<file path="config.mk">
export PLATFORM = sky130hd
export DESIGN_NAME = elevator_dispatcher_flat
export DESIGN_NICKNAME = d
export VERILOG_FILES = /design/src/rtl/elevator_pkg.sv /design/src/rtl/elevator_dispatcher_if.sv /design/src/rtl/elevator_car.sv /design/src/rtl/elevator_dispatcher.sv /design/src/flat_wrapper.sv
export SDC_FILE = /design/constraint.sdc
export NUM_CORES = 1
export LEC_CHECK = 0
export CAP_MARGIN = 20
export CORE_UTILIZATION = 62
export DETAILED_ROUTE_END_ITERATION = 10
export PLACE_DENSITY = 0.94
export SYNTH_ARGS = -nofsm -noshare
export SYNTH_HDL_FRONTEND = slang
export SYNTH_SLANG_ARGS = --single-unit
</file>
<file path="constraint.sdc">
create_clock -name clk -period 31 [get_ports clk]
set_clock_uncertainty 0.1 [all_clocks]
set_input_delay 6.2 -clock clk [delete_from_list [all_inputs] [get_ports clk]]
set_output_delay 6.2 -clock clk [all_outputs]
set_load 0.02 [all_outputs]
</file>
<file path="src/rtl/elevator_pkg.sv">
// Shared types and constants for the elevator dispatcher slice.
//   car_state_t : 2-bit per-car state as seen on the elevatorStates bus
//   SIM_*       : encodings of the simState control input
//   floor_dist  : absolute distance between two floor indices
package elevator_pkg;

  typedef enum logic [1:0] {
    IDLE  = 2'b00,
    UP    = 2'b01,
    DOWN  = 2'b10,
    DOORS = 2'b11
  } car_state_t;

  localparam logic [1:0] SIM_STOP  = 2'b00;
  localparam logic [1:0] SIM_RUN   = 2'b01;
  localparam logic [1:0] SIM_PAUSE = 2'b10;
  localparam logic [1:0] SIM_CLEAR = 2'b11;

  function automatic int floor_dist(input int a, input int b);
    return (a > b) ? (a - b) : (b - a);
  endfunction

endpackage

</file>
<file path="src/rtl/elevator_dispatcher_if.sv">
// Bus between the people controller and the elevator dispatcher.
//   master : people controller side, drives sim control and call vectors
//   slave  : dispatcher side, returns car states, car floors, pending calls, tick
interface elevator_dispatcher_if #(
  parameter int FLOORS    = 12,
  parameter int ELEVATORS = 4,
  parameter int FLOOR_W   = 4
);

  logic [1:0]                   simState;
  logic [2:0]                   simSpeed;
  logic [FLOORS-1:0]            floorsRequested;
  logic [FLOORS-1:0]            floorDestinations;
  logic [2*ELEVATORS-1:0]       elevatorStates;
  logic [ELEVATORS*FLOOR_W-1:0] carFloors;
  logic [FLOORS-1:0]            pendingFloors;
  logic                         tick;

  modport master (
    output simState, simSpeed, floorsRequested, floorDestinations,
    input  elevatorStates, carFloors, pendingFloors, tick
  );

  modport slave (
    input  simState, simSpeed, floorsRequested, floorDestinations,
    output elevatorStates, carFloors, pendingFloors, tick
  );

endinterface

</file>
<file path="src/rtl/elevator_car.sv">
// One elevator car: holds its floor, target floor and door counter.
//   clk, rst      : clock and synchronous active-high clear
//   tick          : motion strobe, the car only changes on tick cycles
//   assign_en     : this car is given a new call on this tick
//   assign_floor  : floor of the new call
//   state         : IDLE / UP / DOWN / DOORS
//   floor, target : current floor and floor being travelled to
//   serve         : the car enters DOORS on this tick (its target floor is served)
module elevator_car
  import elevator_pkg::*;
#(
  parameter int FLOOR_W    = 4,
  parameter int DOOR_TICKS = 2
) (
  input  logic               clk,
  input  logic               rst,
  input  logic               tick,
  input  logic               assign_en,
  input  logic [FLOOR_W-1:0] assign_floor,
  output car_state_t         state,
  output logic [FLOOR_W-1:0] floor,
  output logic [FLOOR_W-1:0] target,
  output logic               serve
);

  localparam int DOOR_W = $clog2(DOOR_TICKS + 1);

  logic [DOOR_W-1:0]  door_cnt;
  logic [FLOOR_W-1:0] floor_up;
  logic [FLOOR_W-1:0] floor_dn;

  assign floor_up = floor + FLOOR_W'(1);
  assign floor_dn = floor - FLOOR_W'(1);

  // Serve is raised in the same tick the car arrives, so the top can clear
  // the pending bit on that very edge.
  always_comb begin
    serve = 1'b0;
    if (tick) begin
      case (state)
        IDLE:    serve = assign_en && (assign_floor == floor);
        UP:      serve = (floor_up == target);
        DOWN:    serve = (floor_dn == target);
        default: serve = 1'b0;
      endcase
    end
  end

  // Car FSM. A call at the current floor goes straight to DOORS; arriving
  // at the target also goes straight to DOORS within the same tick.
  always_ff @(posedge clk) begin
    if (rst) begin
      state    <= IDLE;
      floor    <= '0;
      target   <= '0;
      door_cnt <= '0;
    end else if (tick) begin
      case (state)
        IDLE: begin
          if (assign_en) begin
            target <= assign_floor;
            if (assign_floor == floor)
              state <= DOORS;
            else if (assign_floor > floor)
              state <= UP;
            else
              state <= DOWN;
          end
        end
        UP: begin
          floor <= floor_up;
          if (floor_up == target)
            state <= DOORS;
        end
        DOWN: begin
          floor <= floor_dn;
          if (floor_dn == target)
            state <= DOORS;
        end
        DOORS: begin
          if (door_cnt == DOOR_W'(DOOR_TICKS - 1)) begin
            state    <= IDLE;
            door_cnt <= '0;
          end else begin
            door_cnt <= door_cnt + DOOR_W'(1);
          end
        end
        default: state <= IDLE;
      endcase
    end
  end

endmodule

</file>
<file path="src/rtl/elevator_dispatcher.sv">
// Elevator dispatcher: latches hall and car calls, hands pending floors to
// idle cars one per tick, and moves the cars one floor per tick.
//   clk, rst : clock and synchronous active-high reset
//   bus      : slave side of elevator_dispatcher_if
//              in : simState, simSpeed, floorsRequested, floorDestinations
//              out: elevatorStates, carFloors, pendingFloors, tick (all registered)
module elevator_dispatcher
  import elevator_pkg::*;
#(
  parameter int FLOORS     = 12,
  parameter int ELEVATORS  = 4,
  parameter int FLOOR_W    = 4,
  parameter int TICK_BASE  = 16,
  parameter int DOOR_TICKS = 2
) (
  input  logic                 clk,
  input  logic                 rst,
  elevator_dispatcher_if.slave bus
);

  localparam int CNT_W = 16;
  localparam int IDX_W = (ELEVATORS > 1) ? $clog2(ELEVATORS) : 1;

  logic                   clear_all;
  logic                   counting;
  logic [CNT_W-1:0]       period_m1;
  logic [CNT_W-1:0]       tick_cnt;
  logic                   tick_q;
  logic [FLOORS-1:0]      pending;
  logic [FLOORS-1:0]      served;
  logic [FLOORS-1:0]      busy_targets;
  logic [FLOORS-1:0]      candidates;
  logic                   car_found;
  logic [IDX_W-1:0]       car_idx;
  logic [FLOOR_W-1:0]     cur_floor;
  logic                   best_found;
  logic [FLOOR_W-1:0]     best_floor;
  int                     best_dist;
  logic [ELEVATORS-1:0]   assign_vec;

  car_state_t             car_state  [ELEVATORS];
  logic [FLOOR_W-1:0]     car_floor  [ELEVATORS];
  logic [FLOOR_W-1:0]     car_target [ELEVATORS];
  logic                   car_serve  [ELEVATORS];

  logic [2*ELEVATORS-1:0]       states_packed;
  logic [ELEVATORS*FLOOR_W-1:0] floors_packed;

  // Sim-clear behaves exactly like reset for every register in the block.
  assign clear_all = rst || (bus.simState == SIM_CLEAR);
  assign counting  = (bus.simState == SIM_RUN) && (bus.simSpeed != 3'd0);
  assign period_m1 = CNT_W'((8 - int'(bus.simSpeed)) * TICK_BASE - 1);

  // Tick generator. The >= compare lets a speed-up mid-count wrap at once
  // instead of running past the new, shorter period.
  always_ff @(posedge clk) begin
    if (clear_all) begin
      tick_cnt <= '0;
      tick_q   <= 1'b0;
    end else if (counting) begin
      if (tick_cnt >= period_m1) begin
        tick_cnt <= '0;
        tick_q   <= 1'b1;
      end else begin
        tick_cnt <= tick_cnt + CNT_W'(1);
        tick_q   <= 1'b0;
      end
    end else begin
      tick_q <= 1'b0;
    end
  end

  // Pending calls accumulate in every sim state; a floor served on the same
  // edge it is requested stays cleared.
  always_ff @(posedge clk) begin
    if (clear_all)
      pending <= '0;
    else
      pending <= (pending | bus.floorsRequested | bus.floorDestinations) & ~served;
  end

  // Assignment scan: lowest-index idle car, nearest pending floor that no
  // busy car is already heading for, ties resolved toward the lower floor.
  always_comb begin
    car_found = 1'b0;
    car_idx   = '0;
    for (int i = ELEVATORS - 1; i >= 0; i--) begin
      if (car_state[i] == IDLE) begin
        car_found = 1'b1;
        car_idx   = IDX_W'(i);
      end
    end

    busy_targets = '0;
    for (int i = 0; i < ELEVATORS; i++) begin
      if (car_state[i] != IDLE) begin
        for (int f = 0; f < FLOORS; f++) begin
          if (car_target[i] == FLOOR_W'(f))
            busy_targets[f] = 1'b1;
        end
      end
    end
    candidates = pending & ~busy_targets;

    cur_floor  = car_floor[car_idx];
    best_found = 1'b0;
    best_floor = '0;
    best_dist  = 0;
    for (int f = 0; f < FLOORS; f++) begin
      if (candidates[f]) begin
        if (!best_found || (floor_dist(f, int'(cur_floor)) < best_dist)) begin
          best_found = 1'b1;
          best_floor = FLOOR_W'(f);
          best_dist  = floor_dist(f, int'(cur_floor));
        end
      end
    end
  end

  // At most one car is handed a call per tick.
  always_comb begin
    assign_vec = '0;
    for (int i = 0; i < ELEVATORS; i++)
      assign_vec[i] = tick_q && car_found && best_found && (car_idx == IDX_W'(i));
  end

  // A car that serves on an assignment tick serves the assigned floor;
  // otherwise it is arriving at its stored target.
  always_comb begin
    served = '0;
    for (int i = 0; i < ELEVATORS; i++) begin
      if (car_serve[i]) begin
        for (int f = 0; f < FLOORS; f++) begin
          if ((assign_vec[i] ? best_floor : car_target[i]) == FLOOR_W'(f))
            served[f] = 1'b1;
        end
      end
    end
  end

  for (genvar g = 0; g < ELEVATORS; g++) begin : g_car
    elevator_car #(
      .FLOOR_W    (FLOOR_W),
      .DOOR_TICKS (DOOR_TICKS)
    ) u_car (
      .clk          (clk),
      .rst          (clear_all),
      .tick         (tick_q),
      .assign_en    (assign_vec[g]),
      .assign_floor (best_floor),
      .state        (car_state[g]),
      .floor        (car_floor[g]),
      .target       (car_target[g]),
      .serve        (car_serve[g])
    );
  end

  // Flatten the per-car registers onto the output buses.
  always_comb begin
    states_packed = '0;
    floors_packed = '0;
    for (int i = 0; i < ELEVATORS; i++) begin
      states_packed[2*i +: 2]             = car_state[i];
      floors_packed[FLOOR_W*i +: FLOOR_W] = car_floor[i];
    end
  end

  assign bus.elevatorStates = states_packed;
  assign bus.carFloors      = floors_packed;
  assign bus.pendingFloors  = pending;
  assign bus.tick           = tick_q;

endmodule

</file>
<file path="src/flat_wrapper.sv">
// flat-port wrapper written by rule: the top's interface ports become plain ports
module elevator_dispatcher_flat import elevator_pkg::*;
#(
  parameter int FLOORS     = 12,
  parameter int ELEVATORS  = 4,
  parameter int FLOOR_W    = 4,
  parameter int TICK_BASE  = 16,
  parameter int DOOR_TICKS = 2
)
  (clk, rst, bus_simState, bus_simSpeed, bus_floorsRequested, bus_floorDestinations, bus_elevatorStates, bus_carFloors, bus_pendingFloors, bus_tick);
  elevator_dispatcher_if #(.FLOORS(FLOORS), .ELEVATORS(ELEVATORS), .FLOOR_W(FLOOR_W)) bus_i ();
  input  logic clk;
  input  logic rst;
  input wire logic [$bits(bus_i.simState)-1:0] bus_simState;
  input wire logic [$bits(bus_i.simSpeed)-1:0] bus_simSpeed;
  input wire logic [$bits(bus_i.floorsRequested)-1:0] bus_floorsRequested;
  input wire logic [$bits(bus_i.floorDestinations)-1:0] bus_floorDestinations;
  output wire logic [$bits(bus_i.elevatorStates)-1:0] bus_elevatorStates;
  output wire logic [$bits(bus_i.carFloors)-1:0] bus_carFloors;
  output wire logic [$bits(bus_i.pendingFloors)-1:0] bus_pendingFloors;
  output wire logic [$bits(bus_i.tick)-1:0] bus_tick;
  assign bus_i.simState = bus_simState;
  assign bus_i.simSpeed = bus_simSpeed;
  assign bus_i.floorsRequested = bus_floorsRequested;
  assign bus_i.floorDestinations = bus_floorDestinations;
  assign bus_elevatorStates = bus_i.elevatorStates;
  assign bus_carFloors = bus_i.carFloors;
  assign bus_pendingFloors = bus_i.pendingFloors;
  assign bus_tick = bus_i.tick;
  elevator_dispatcher #(.FLOORS(FLOORS), .ELEVATORS(ELEVATORS), .FLOOR_W(FLOOR_W), .TICK_BASE(TICK_BASE), .DOOR_TICKS(DOOR_TICKS)) u_core (.clk(clk), .rst(rst), .bus(bus_i));
endmodule
</file>
-- Word-level counts from Yosys, hierarchy flattened
Index checks and enable logic that the tools add are counted.
- equal/unequal tests: 137
- muxes and demuxes: 242
- $lt $le $gt $ge: 28
- reduce and logical (&&, ||, !) cells: 73
- bitwise operators: 8
- $add $sub $neg: 37
- operators by type and width (operator ; number):
    2-to-1 mux 32 bit ; 31
    < comparator 32 bit ; 10
    2-to-1 mux 1 bit ; 129
    == test 4 x 3 -> 1 bit (second input constant) ; 32
    == test 4 bit (second input constant) ; 32
    2-to-1 mux 4 bit ; 28
    2-to-1 mux 12 bit ; 8
    == test 4 x 2 -> 1 bit (second input constant) ; 16
    2-to-1 mux 2 bit ; 32
    == test 4 bit ; 12
    == test 4 x 1 -> 1 bit (second input constant) ; 8
    zero test 4 bit ; 8
    < comparator 32 x 5 -> 1 bit ; 1
    != test 2 bit (second input constant) ; 16
    case mux 2 bit (4 select lines) ; 4
    case mux 4 bit (2 select lines) ; 4
    bitwise AND 12 bit ; 2
    NOT 12 bit ; 2
    OR 12 bit ; 2
    AND reduction 2 bit ; 12
    == test 2 bit (second input constant) ; 11
    == test 2 x 1 -> 1 bit (second input constant) ; 10
    AND reduction 5 bit ; 4
    subtractor 3 x 4 -> 5 bit (first input constant) ; 4
    other kinds (32) ; 107
- word-level logic and storage cells: 544
- register bits after elaboration: 77

-- Longest topological paths before layout
Gate-level depths: netlist of the first run.
- depth in word-level cells: 70
- mapped depth: 127

-- By module
Synthesis of the first run repeated with hierarchy kept, for this count alone.
- cell total of the unflattened synthesis: 1303
- area total of the unflattened synthesis: 9899.5 um^2
- by module, submodules not included (module ; area an instance (um^2) ; cells each ; seq. area each (um^2) ; times used):
    elevator_dispatcher ; 6466.2 ; 899 ; 580.6 ; 1
    elevator_car ; 858.3 ; 101 ; 240.2 ; 4

-- Worst setup path after synthesis of the first run
Ideal clock, no wire load.
- path kind: register to register
- from: reg u_core.g_car[3].u_car.state[0]
- to: reg u_core.pending[1] (netlist: u_core.bus.pendingFloors[1])
- arrival: 22.530 ns
- period minus slack after synthesis: 22.750 ns
- library setup time: 0.120 ns
- stages on the path, launching flop included: 118
- setup slack: 8.250 ns
- path through: dfxtp_1 inv_1 ha_1 buf_6 nor3_2 o21ai_1 and3_1 clkbuf_1 inv_1 clkbuf_1 ha_1 clkbuf_1 inv_1 a221oi_2 a31oi_1 or2_1 ha_1 a21o_1 (+82 left out) a2111oi_0 nand2_1 a21oi_1 a21bo_1 a32o_1 buf_6 nor4b_4 buf_4 nand2_1 inv_1 ha_1 nand4_1 nor2_1 a221oi_1 nor3b_1 or3b_2 o21ai_0 nor3_1
- longest elaborated chain between the ends: 69
- elaborated cells on any way between the ends: 206
- those cells by class: 22 x add/sub; 22 x order compare; 13 x eq/ne; 109 x mux; 5 x bitwise; 35 x reduce/logical
- ends and longest elaborated chain (item ; line ; source):
    start: declaration ; elevator_car.sv:20 ; output car_state_t state,
    start signal: assignment ; elevator_car.sv:53 ; state <= IDLE;
    start signal: assignment ; elevator_car.sv:63 ; state <= DOORS;
    start signal: assignment ; elevator_car.sv:65 ; state <= UP;
    zero test 2 bit ; elevator_car.sv:40, elevator_dispatcher.sv:88 ;
    2-to-1 mux 2 bit (4 in a row) ; elevator_dispatcher.sv:88 ; if (car_state[i] == IDLE) begin
    NOT 2 -> 3 bit (implied by the code) ; elevator_dispatcher.sv:105 ; cur_floor = car_floor[car_idx];
    binary-select mux 4 bit (select 2 bit) ; elevator_dispatcher.sv:105 ;
    2-to-1 mux 4 bit (implied by the code) (2 in a row) ; elevator_dispatcher.sv:105 ;
    subtractor 4 x 1 -> 5 bit (tied with other cells) ; elevator_pkg.sv:20 ; return (a > b) ? (a - b) : (b - a);
    2-to-1 mux 32 bit ; elevator_pkg.sv:20 ;
    < comparator 32 x 5 -> 1 bit ; elevator_dispatcher.sv:111 ; if (!best_found || (floor_dist(f, int'(cur_floor)) < best_dist)) begin
    (+49 left out) ; - ;
    2-to-1 mux 1 bit ; elevator_dispatcher.sv:134 ; if ((assign_vec[i] ? best_floor : car_target[i]) == FLOOR_W'(f))
    2-to-1 mux 12 bit ; elevator_dispatcher.sv:132 ; if (car_serve[i]) begin
    2-to-1 mux 1 bit ; elevator_dispatcher.sv:134 ;
    2-to-1 mux 12 bit ; elevator_dispatcher.sv:132 ;
    2-to-1 mux 1 bit ; elevator_dispatcher.sv:134 ;
    2-to-1 mux 12 bit * ; elevator_dispatcher.sv:132 ;
    NOT 12 bit * ; elevator_dispatcher.sv:79 ; pending <= (pending | bus.floorsRequested | bus.floorDestinations) & ~served;
    bitwise AND 12 bit * ; elevator_dispatcher.sv:79 ;
    end signal: assignment ; elevator_dispatcher.sv:79 ;
    end: declaration ; elevator_dispatcher.sv:29 ; logic [FLOORS-1:0] pending;
Every way passes the cells marked *; elsewhere a longest branch is shown, timed or not. The select of a mux whose other input is x is not followed.
A chain may end at the register's enable or synchronous reset.

-- Worst setup path in the final report of the first run
- from: reg u_core.g_car[2].u_car.state[0]
- to: reg u_core.pending[11] (netlist: u_core.bus.pendingFloors[11])
- longest elaborated chain between the ends: 68
- elaborated cells on any way between the ends: 217
- those cells by class: 22 x add/sub; 22 x order compare; 13 x eq/ne; 120 x mux; 5 x bitwise; 35 x reduce/logical
- ends and longest elaborated chain (item ; line):
    start: declaration ; elevator_car.sv:20
    start signal: assignment ; elevator_car.sv:53
    start signal: assignment ; elevator_car.sv:63
    start signal: assignment ; elevator_car.sv:65
    zero test 2 bit ; elevator_car.sv:40, elevator_dispatcher.sv:88
    2-to-1 mux 2 bit (3 in a row) ; elevator_dispatcher.sv:88
    NOT 2 -> 3 bit (implied by the code) ; elevator_dispatcher.sv:105
    binary-select mux 4 bit (select 2 bit) ; elevator_dispatcher.sv:105
    2-to-1 mux 4 bit (implied by the code) (2 in a row) ; elevator_dispatcher.sv:105
    subtractor 4 x 1 -> 5 bit (tied with other cells) ; elevator_pkg.sv:20
    2-to-1 mux 32 bit ; elevator_pkg.sv:20
    < comparator 32 x 5 -> 1 bit ; elevator_dispatcher.sv:111
    (+49 left out) ; -
    2-to-1 mux 1 bit ; elevator_dispatcher.sv:134
    2-to-1 mux 12 bit ; elevator_dispatcher.sv:132
    2-to-1 mux 1 bit ; elevator_dispatcher.sv:134
    2-to-1 mux 12 bit ; elevator_dispatcher.sv:132
    2-to-1 mux 1 bit ; elevator_dispatcher.sv:134
    2-to-1 mux 12 bit * ; elevator_dispatcher.sv:132
    NOT 12 bit * ; elevator_dispatcher.sv:79
    bitwise AND 12 bit * ; elevator_dispatcher.sv:79
Marked as above.

==> flow_summary.toml, run 1 <==
[run_status]
status = "finished clean"

[finish]
layout.nets = 1520
fin_cells = 1594
area_growth_pct = 10.48
finish.instance_area_sq_mm = 0.01088
antenna_cells = 0
drive_above_1_share = 0.05423

[pwr]
ir_drop_mv = 0.03206
p_leak_uw = 0.004278
powerDensity_mw_per_mm2 = 34.11
power_uw = 371.2

[clock_network]
clk_pin_slew_worst_paths_ns = 0.07
post_cts_buffers = 0
hold_buffers = 0
cts_sinks = 77
cts.repair.resized = 0
clkLatencyLatePin_ns = 0.35
cts_made_buffers = 9
cts.htree.levels = 3
cts_tree = "built"
cts_max_path_buffers = 2
clock-root-buffer = "clkbuf_16"

[yosys]
syn_nets = 1496
synthesis.area_sq_mm = 0.009848
synth-edff-count = 0
synth_async_sr_flop_share = 0
synth_cell_types = 97
ys_seq_elements = 77
yosysWarnings = 0
synthFlopType = "dfxtp_1"
synth-seq-area-share = 0.1565
syn_inst = 1354
synth.avg_cell_area_sq_um = 7.273

[critical_path]
critical_path_arrival_ns = 27.18
cp_common_cell = "ha_1"
critical_path_peak_fanout = 24
crit_path_top_delay_cell = "nand2b_1"
start_kind = "flop"
cpPeakStageDelay_ns = 0.84
end_kind = "flop"
path_class = "reg -> reg"
cp.required_ns = 31.13

[sta]
rsz0062_at_grt = "no"
maxSlewViolCount = 0
fmax_ghz = 0.03696
maxSlewHeadroom = 0.3105
finalSetupTns_ns = 0
setup_viol = 0
tightest_slew_ns = 1.032
post-route-period-util = 0.8728
period_needed_ns = 27.06
timing.final.hold_violations = 0

[route]
wl_met1_um = 12440
antenna_left = 0
wirelength_um = 31830
via_count = 10922
top_layer = "met4"
routed-wl-met3_um = 3338
drt_iter0_drc = 1433
wl_per_cell_um = 19.97
drt_first_pass_iters = 7
dr_wl_met2_um = 14700
drcViolationCount = 0
detail_route.vias_per_cell = 6.852

[job]
maxCapViolCount = 0

[global_route]
grt_pass1_wl_um = 50640
antenna_found_initial = 0
grt_overflow = 0
grt_usage = 0.3858
grt_pass1_vias = 10181
grt_max_degree = 49

[placement]
hpwlAfterDp_um = 24410
port_buffers = 67
place_inst = 1577
gp_routability_congestion = 0.9958
placed_cell_area_sq_mm = 0.01055

[floorplan]
num_io_pins = 68
num_rows = 45
start_util = 0.6407
die_x_um = 128.0
core_sq_mm = 0.01537
dieArea_sq_mm = 0.01639
dieHeight_um = 128.0

[min_path]
hold_path.class = "reg -> reg"
[layer usage]
| metal | vias up | global-route usage |
|---|---|---|
| met2 | 766 | 0.6573 |
| li1 | 5010 | - |
| met5 | - | 0 |
| met4 | 0 | 0.1855 |
| met1 | 5006 | 0.4722 |
| met3 | 140 | 0.06344 |
[power by group]
group	leakage (uW)	switching [uW]	internal [uW]
combinational	0.00349	92.1	56.7
sequential	0.000624	2.30	100
clock	0.000164	47.8	72.1
total	0.00428	142	229
[final timing paths]
| check | from | end | slack, ns | depth (start not counted) |
|---|---|---|---|---|
| worst max register to register | u_core.g_car[2].u_car.state[0] | u_core.bus.pendingFloors[11] | 3.94 | 107 |
| worst min-delay path | u_core.g_car[1].u_car.door_cnt[1] | u_core.g_car[1].u_car.door_cnt[1] | 0.34 | 1 |
| worst max-delay path | u_core.g_car[2].u_car.state[0] | u_core.bus.pendingFloors[11] | 3.94 | 107 |
| worst min register to register | u_core.g_car[1].u_car.door_cnt[1] | u_core.g_car[1].u_car.door_cnt[1] | 0.34 | 1 |
[flip-flops by register name, indices dropped and copies added, names as in the netlist]
signal and flops:
u_core.g_car.u_car.state 8, u_core.tick_cnt 16, u_core.bus.pendingFloors 12, u_core.g_car.u_car.door_cnt 8, u_core.g_car.u_car.floor 16, u_core.bus.tick 1
u_core.g_car.u_car.target 16
[layout make-up]
| class | instances | area, sq um |
|---|---|---|
| Inverter | 80 | 300.3 |
| Clock inverter | 7 | 105.1 |
| Multi-Input combinational cell | 1139 | 7746 |
| Fill cell | 1225 | 4491 |
| Clock buffer | 9 | 225.2 |
| Timing Repair Buffer | 71 | 698.2 |
| Sequential cell | 77 | 1541 |
| Tap cell | 211 | 264.0 |
[cell usage in the layout (no fill, tap or decap), types with 10 or more instances in the layout]
cell type,instances
nor3b_1,16
and3_1,19
nand4_1,16
dfxtp_1,77
a31oi_1,25
a21o_1,15
a21oi_1,104
nor2_1,157
nand2b_1,25
and2_1,13
xnor2_1,43
inv_1,76
nand3_1,42
nor2b_1,25
nor4_1,11
nand2_1,111
nor3_1,43
or3_1,14
xor2_1,27
o21ai_0,72
clkdlybuf4s50_1,67
ha_1,111
a211oi_1,19
mux2_2,10
mux2i_1,19
a22oi_1,11
[critical path: cells and delay by family (launching register included)]
family | cells | cell delay (ns)
AOI/OAI and AO/OA | 48 | 11.23
DFF | 1 | 0.35
muxes | 2 | 0.78
buffers and inverters | 9 | 1.37
and+or+nand+nor | 34 | 8.39
adders and majority gates | 14 | 4.66
[logic make-up (layout without fill, tap and decap cells)]
logic type      after synthesis  in the layout  synth area share
flops                        77             77            0.1565
compound gates              388            388            0.2729
fa+ha+maj                   114            114            0.1441
buf+inv                     138            167           0.05730
xor+xnor                     70             70           0.06225
other cells                   1              1         0.0003808
simple gates                537            537            0.2758
mux                          29             29           0.03075
[metrics by stage]
step,util,setup slack [ns],hold slack (ns)
2_1_floorplan,-,8.250,0.3265
3_3_place_gp,0.6860,5.656,0.3289
3_5_place_dp,0.6860,4.804,0.3365
4_1_cts,0.7075,4.721,0.3459
5_1_grt,0.7079,2.277,0.3570
6_report,0.7079,3.944,0.3425
[synth_stat cells, types with 7 or more instances]
cell type | count | area, sq um
a211o_1 | 8 | 70.07
nor2b_1 | 25 | 156.4
a211oi_1 | 19 | 142.6
a21o_1 | 15 | 112.6
nor4_1 | 11 | 68.82
and2_1 | 13 | 81.33
a221oi_1 | 7 | 61.31
a21oi_1 | 105 | 525.5
a31oi_1 | 25 | 156.4
nor3_1 | 43 | 215.2
or3_1 | 14 | 87.58
o22ai_1 | 8 | 50.05
xor2_1 | 27 | 236.5
xnor2_1 | 43 | 376.6
o211ai_1 | 9 | 67.56
clkbuf_1 | 42 | 157.7
o21ai_0 | 72 | 360.4
nand3_1 | 42 | 210.2
o21ai_1 | 7 | 35.03
mux2i_1 | 19 | 190.2
mux2_2 | 10 | 112.6
inv_1 | 76 | 285.3
nand2b_1 | 25 | 156.4
nor2_1 | 157 | 589.3
nor3b_1 | 16 | 120.1
ha_1 | 111 | 1389
a22oi_1 | 11 | 82.58
o221ai_1 | 9 | 78.83
dfxtp_1 | 77 | 1541
and3_1 | 19 | 118.9
nand4_1 | 16 | 100.1
o31ai_1 | 7 | 52.55
nand2_1 | 111 | 416.7
No activity file was read; power rests on OpenSTA's default activity.
==> run 2, diff against run 1 <==
--- a/config.mk
+++ b/config.mk
@@ -8,6 +8,7 @@
 export CAP_MARGIN = 20
 export CORE_UTILIZATION = 62
 export DETAILED_ROUTE_END_ITERATION = 10
+export MAX_ROUTING_LAYER = met4
 export PLACE_DENSITY = 0.94
 export SYNTH_ARGS = -nofsm -noshare
 export SYNTH_HDL_FRONTEND = slang
==> run 2 against run 1 <==
Critical path depth fell by 1. Final area barely moved. Count of clock-buffer cells in the layout did not move.
==> flow_summary.toml, run 2 (synthesized netlist as in run 1, its figures left out) <==
[route]
drt_iter0_drc = 1245
drcViolationCount = 0
detail_route.vias_per_cell = 6.808
wl_met1_um = 12620
top_layer = "met4"
dr_wl_met2_um = 14040
wl_per_cell_um = 19.77
drt_first_pass_iters = 9
wirelength_um = 31550
via_count = 10866
routed-wl-met3_um = 3125
antenna_left = 0

[placement]
gp_routability_congestion = 1.072
hpwlAfterDp_um = 24230
port_buffers = 67

[sta]
maxSlewViolCount = 0
setup_viol = 0
timing.final.hold_violations = 0
rsz0062_at_grt = "no"
period_needed_ns = 27.02
post-route-period-util = 0.8717
finalSetupTns_ns = 0
maxSlewHeadroom = 0.3257
fmax_ghz = 0.03701
hold-worst-slack_ns = 0.3497
tightest_slew_ns = 1.011

[global_route]
antenna_found_initial = 0
grt_pass1_wl_um = 50410
grt_pass1_vias = 10097
grt_max_degree = 49
grt_overflow = 0
grt_usage = 0.3942

[critical_path]
critical_path_arrival_ns = 27.16
critical_path_peak_fanout = 24
cpPeakStageDelay_ns = 0.84
reg2reg_from = "u_core.g_car[2].u_car.state[0]"
crit_path_start = "u_core.g_car[2].u_car.state[0]"
crit_path_top_delay_cell = "nand2b_1"
end_kind = "flop"
path_class = "reg -> reg"
start_kind = "flop"
cp.required_ns = 31.13
cp_common_cell = "ha_1"

[pwr]
clockPowerShare = 0.309
swShare = 0.3932
pwr-share-seq = 0.280
pwr-share-comb = 0.410
p_sw_uw = 143.8
ir_drop_mv = 0.03032
p_int_uw = 221.8
powerDensity_mw_per_mm2 = 33.62
p_leak_uw = 0.004275

[clock_network]
clock-root-buffer = "clkbuf_16"
clkLatencyLatePin_ns = 0.35
hold_buffers = 0
cts.htree.levels = 3
cts_max_path_buffers = 2
cts_sinks = 77
cts_made_buffers = 9
post_cts_buffers = 0
clk_pin_slew_worst_paths_ns = 0.07
cts.repair.resized = 0
cts_tree = "built"

[finish]
reg_top3 = "u_core.g_car.u_car.floor: 16 flops, u_core.g_car.u_car.target: 16 flops, u_core.tick_cnt: 16 flops"
filler_cell_count = 1213
area_growth_pct = 10.43
layout.nets = 1522
antenna_cells = 0
final_common_cell = "nor2_1"
layout_common_cells = "nor2_1 (157), nand2_1 (111), ha_1 (111)"
drive_above_1_share = 0.05487

[floorplan]
num_io_pins = 68
die_x_um = 128.0
num_rows = 45
core_sq_mm = 0.01537
start_util = 0.6407
dieHeight_um = 128.0
dieArea_sq_mm = 0.01639

[run_status]
status = "finished clean"

[job]
maxCapViolCount = 0

[min_path]
hold_start = "u_core.g_car[1].u_car.door_cnt[1]"
hold_path.class = "reg -> reg"
## run 2: cell types whose count changed in the layout (fill, tap and decap cells not counted), sizes merged
cell	delta
buf	+2
bufinv	-1
clkinvlp	+1
## run 2: final timing paths
| path | cells after the start | slack [ns] | end |
|---|---|---|---|
| worst max-delay path | 106 | 3.98 | u_core.bus.pendingFloors[1] |
| worst min-delay path | 1 | 0.35 | u_core.g_car[1].u_car.door_cnt[1] |
| worst min register to register | 1 | 0.35 | u_core.g_car[1].u_car.door_cnt[1] |
| worst max register to register | 106 | 3.98 | u_core.bus.pendingFloors[1] |
## run 2: critical path, delay by kind of cell, from the launching register on
| family | cells | cell delay, ns |
|---|---|---|
| muxes | 2 | 0.77 |
| buffers and inverters | 9 | 1.33 |
| DFF | 1 | 0.34 |
| and+or+nand+nor | 36 | 9.09 |
| adders and majority gates | 14 | 4.60 |
| AOI/OAI and AO/OA | 45 | 10.61 |
## run 2: per-stage QoR
| stage | setup slack (ns) | instances | cell area (sq um) | power (uW) | utilization |
|---|---|---|---|---|---|
| 3_5_place_dp | 4.855 | 1579 | 10560 | 246.5 | 0.6868 |
| 6_report | 3.977 | 1596 | 10880 | 365.6 | 0.7075 |
| 3_3_place_gp | 5.696 | 1579 | 10560 | 243.9 | 0.6868 |
| 4_1_cts | 4.718 | 1595 | 10870 | 361.2 | 0.7072 |
| 5_1_grt | 1.940 | 1596 | 10880 | 384.2 | 0.7075 |
| 2_1_floorplan | 8.250 | 1354 | 9848 | 211.4 | - |
## run 2: power by group through the flow
stage | logic [uW] | clock network, uW | registers, uW
6_report | 150 | 113 | 102
5_1_grt | 164 | 117 | 102
4_1_cts | 145 | 114 | 102
3_5_place_dp | 142 | 0 | 105
3_3_place_gp | 139 | 0 | 104
2_1_floorplan | 107 | 0 | 105
## run 2: cell type report
type | count | area, sq um | area share
inverter | 80 | 300.3 | 0.02761
clock inverter | 7 | 88.84 | 0.008168
clock buffer | 9 | 225.2 | 0.02071
timing repair buffer | 73 | 713.2 | 0.06558
tap | 211 | 264.0 | 0.02428
sequential | 77 | 1541 | 0.1417
multi-input combinational | 1139 | 7742 | 0.7119
## run 2: layer usage
metal,vias up,global-route usage
li1,5013,-
met1,4977,0.4796
met2,703,0.6250
met3,173,0.06469
met4,0,0.2104
met5,-,-
==> run 3, diff against run 2 <==
--- a/config.mk
+++ b/config.mk
@@ -6,6 +6,7 @@
 export NUM_CORES = 1
 export LEC_CHECK = 0
 export CAP_MARGIN = 20
+export CORE_MARGIN = 2
 export CORE_UTILIZATION = 62
 export DETAILED_ROUTE_END_ITERATION = 10
 export MAX_ROUTING_LAYER = met4
==> run 3 against run 2 <==
Utilization is 1.4 points lower. Wire length is 0.52% higher. Combinational power is essentially flat. Final area up 0.25%. Largest cell class unchanged.
==> flow_summary.toml, run 3 (synthesized netlist as in run 1, its figures left out) <==
[floorplan]
core_sq_mm = 0.01571
dieHeight_um = 130.0
start_util = 0.6268
dieArea_sq_mm = 0.01691
die_x_um = 130.0
num_rows = 46
num_io_pins = 68

[clock_network]
post_cts_buffers = 0
cts_sinks = 77
clkLatencyLatePin_ns = 0.35
hold_buffers = 0
cts.repair.resized = 0
clk_pin_slew_worst_paths_ns = 0.07
cts_tree = "built"
cts_max_path_buffers = 2
cts.htree.levels = 3
cts_made_buffers = 9
clock-root-buffer = "clkbuf_16"

[sta]
finalSetupTns_ns = 0
tightest_slew_ns = 1.013
maxSlewHeadroom = 0.3233
post-route-period-util = 0.8764
maxSlewViolCount = 0
hold-worst-slack_ns = 0.3494
period_needed_ns = 27.17
fmax_ghz = 0.03681
rsz0062_at_grt = "no"
timing.final.hold_violations = 0
setup_viol = 0

[finish]
reg_top3 = "u_core.g_car.u_car.floor: 16 flops, u_core.g_car.u_car.target: 16 flops, u_core.tick_cnt: 16 flops"
antenna_cells = 0
final_common_cell = "nor2_1"
layout.nets = 1524
layout_common_cells = "nor2_1 (157), nand2_1 (111), ha_1 (111)"
filler_cell_count = 1221
area_growth_pct = 10.71
fin_cells = 1603
drive_above_1_share = 0.05552

[route]
detail_route.vias_per_cell = 6.794
antenna_left = 0
drcViolationCount = 0
wl_per_cell_um = 19.79
via_count = 10891
drt_first_pass_iters = 10
wirelength_um = 31720
drt_iter0_drc = 1323

[critical_path]
reg2reg_from = "u_core.g_car[2].u_car.state[0]"
crit_path_top_delay_cell = "nor3b_1"
start_kind = "flop"
cp.required_ns = 31.11
cp_common_cell = "ha_1"
critical_path_peak_fanout = 24
critical_path_arrival_ns = 27.28
cpPeakStageDelay_ns = 0.84
end_kind = "flop"
reg2reg_depth = 106
crit_path_start = "u_core.g_car[2].u_car.state[0]"
regToRegEndpoint = "u_core.bus.pendingFloors[10]"
path_class = "reg -> reg"
regToRegSetupSlack_ns = 3.83

[placement]
hpwlAfterDp_um = 24140
place_inst = 1585
gp_routability_congestion = 1.049
port_buffers = 67

[global_route]
met2_usage = 0.6147
use_met3 = 0.06027
grtUsageMet1 = 0.4748
grt_overflow = 0
grt_usage = 0.3851
grt_busiest_layer = "met2"
grt_pass1_wl_um = 51250
antenna_found_initial = 0
grt_pass1_vias = 10356
grt_max_degree = 49

[min_path]
hold_path.class = "reg -> reg"
hold_start = "u_core.g_car[1].u_car.door_cnt[1]"
holdPathEnd = "u_core.g_car[1].u_car.door_cnt[1]"
hold_depth = 1

[pwr]
power_uw = 371.3
ir_drop_mv = 0.03155
p_leak_uw = 0.004287
powerDensity_mw_per_mm2 = 34.05

[run_status]
status = "finished clean"

[job]
maxCapViolCount = 0
run 3: per-stage QoR:
| step | setup slack, ns | instance area (sq um) | util |
|---|---|---|---|
| 2_1_floorplan | 8.250 | 9848 | - |
| 3_3_place_gp | 5.541 | 10570 | 0.6727 |
| 3_5_place_dp | 4.891 | 10570 | 0.6727 |
| 4_1_cts | 4.718 | 10890 | 0.6933 |
| 5_1_grt | 1.963 | 10900 | 0.6939 |
| 6_report | 3.833 | 10900 | 0.6939 |
run 3: worst max-delay path: cells and delay by family, from the launching register on:
family | cells | cell delay, ns
mux | 2 | 0.79
compound gates | 46 | 10.91
simple gates | 35 | 8.85
fa+ha+maj | 14 | 4.60
flops | 1 | 0.34
buf+inv | 9 | 1.34
run 3: routing by layer:
layer | share of wire | up-vias | wire length [um]
met5 | 0 | - | 0
met2 | 0.46 | 691 | 14480
li1 | - | 5010 | -
met4 | 0.051 | 0 | 1612
met1 | 0.40 | 5015 | 12730
met3 | 0.091 | 175 | 2897
run 3: worst max-delay path by stage:
| stage | end | slack (ns) | depth (start not counted) |
|---|---|---|---|
| finish | u_core.bus.pendingFloors[10] | 3.83 | 106 |
| CTS | u_core.bus.pendingFloors[1] | 4.72 | 108 |
| detailed placement | u_core.bus.pendingFloors[1] | 4.89 | 108 |
| floorplan | u_core.bus.pendingFloors[1] | 8.25 | 117 |
| global placement | u_core.bus.pendingFloors[1] | 5.54 | 106 |
| global route | u_core.bus.pendingFloors[11] | 1.96 | 108 |
run 3: final cells by class:
| cell class | count | area [sq um] | share of cell area |
|---|---|---|---|
| timing repair buffer | 75 | 725.7 | 0.06656 |
| sequential | 77 | 1541 | 0.1414 |
| clock buffer | 10 | 229.0 | 0.02100 |
| multi-input combinational | 1139 | 7742 | 0.7101 |
| clock inverter | 6 | 93.84 | 0.008607 |
| inverter | 80 | 300.3 | 0.02754 |
| tap | 216 | 270.3 | 0.02479 |
run 3: report_power, final:
part           internal (uW)  leakage (uW)  total, uW  switching, uW
registers                100      0.000624        102           2.18
clock network           71.3      0.000154        117           46.1
logic                   57.2       0.00351        152           94.4
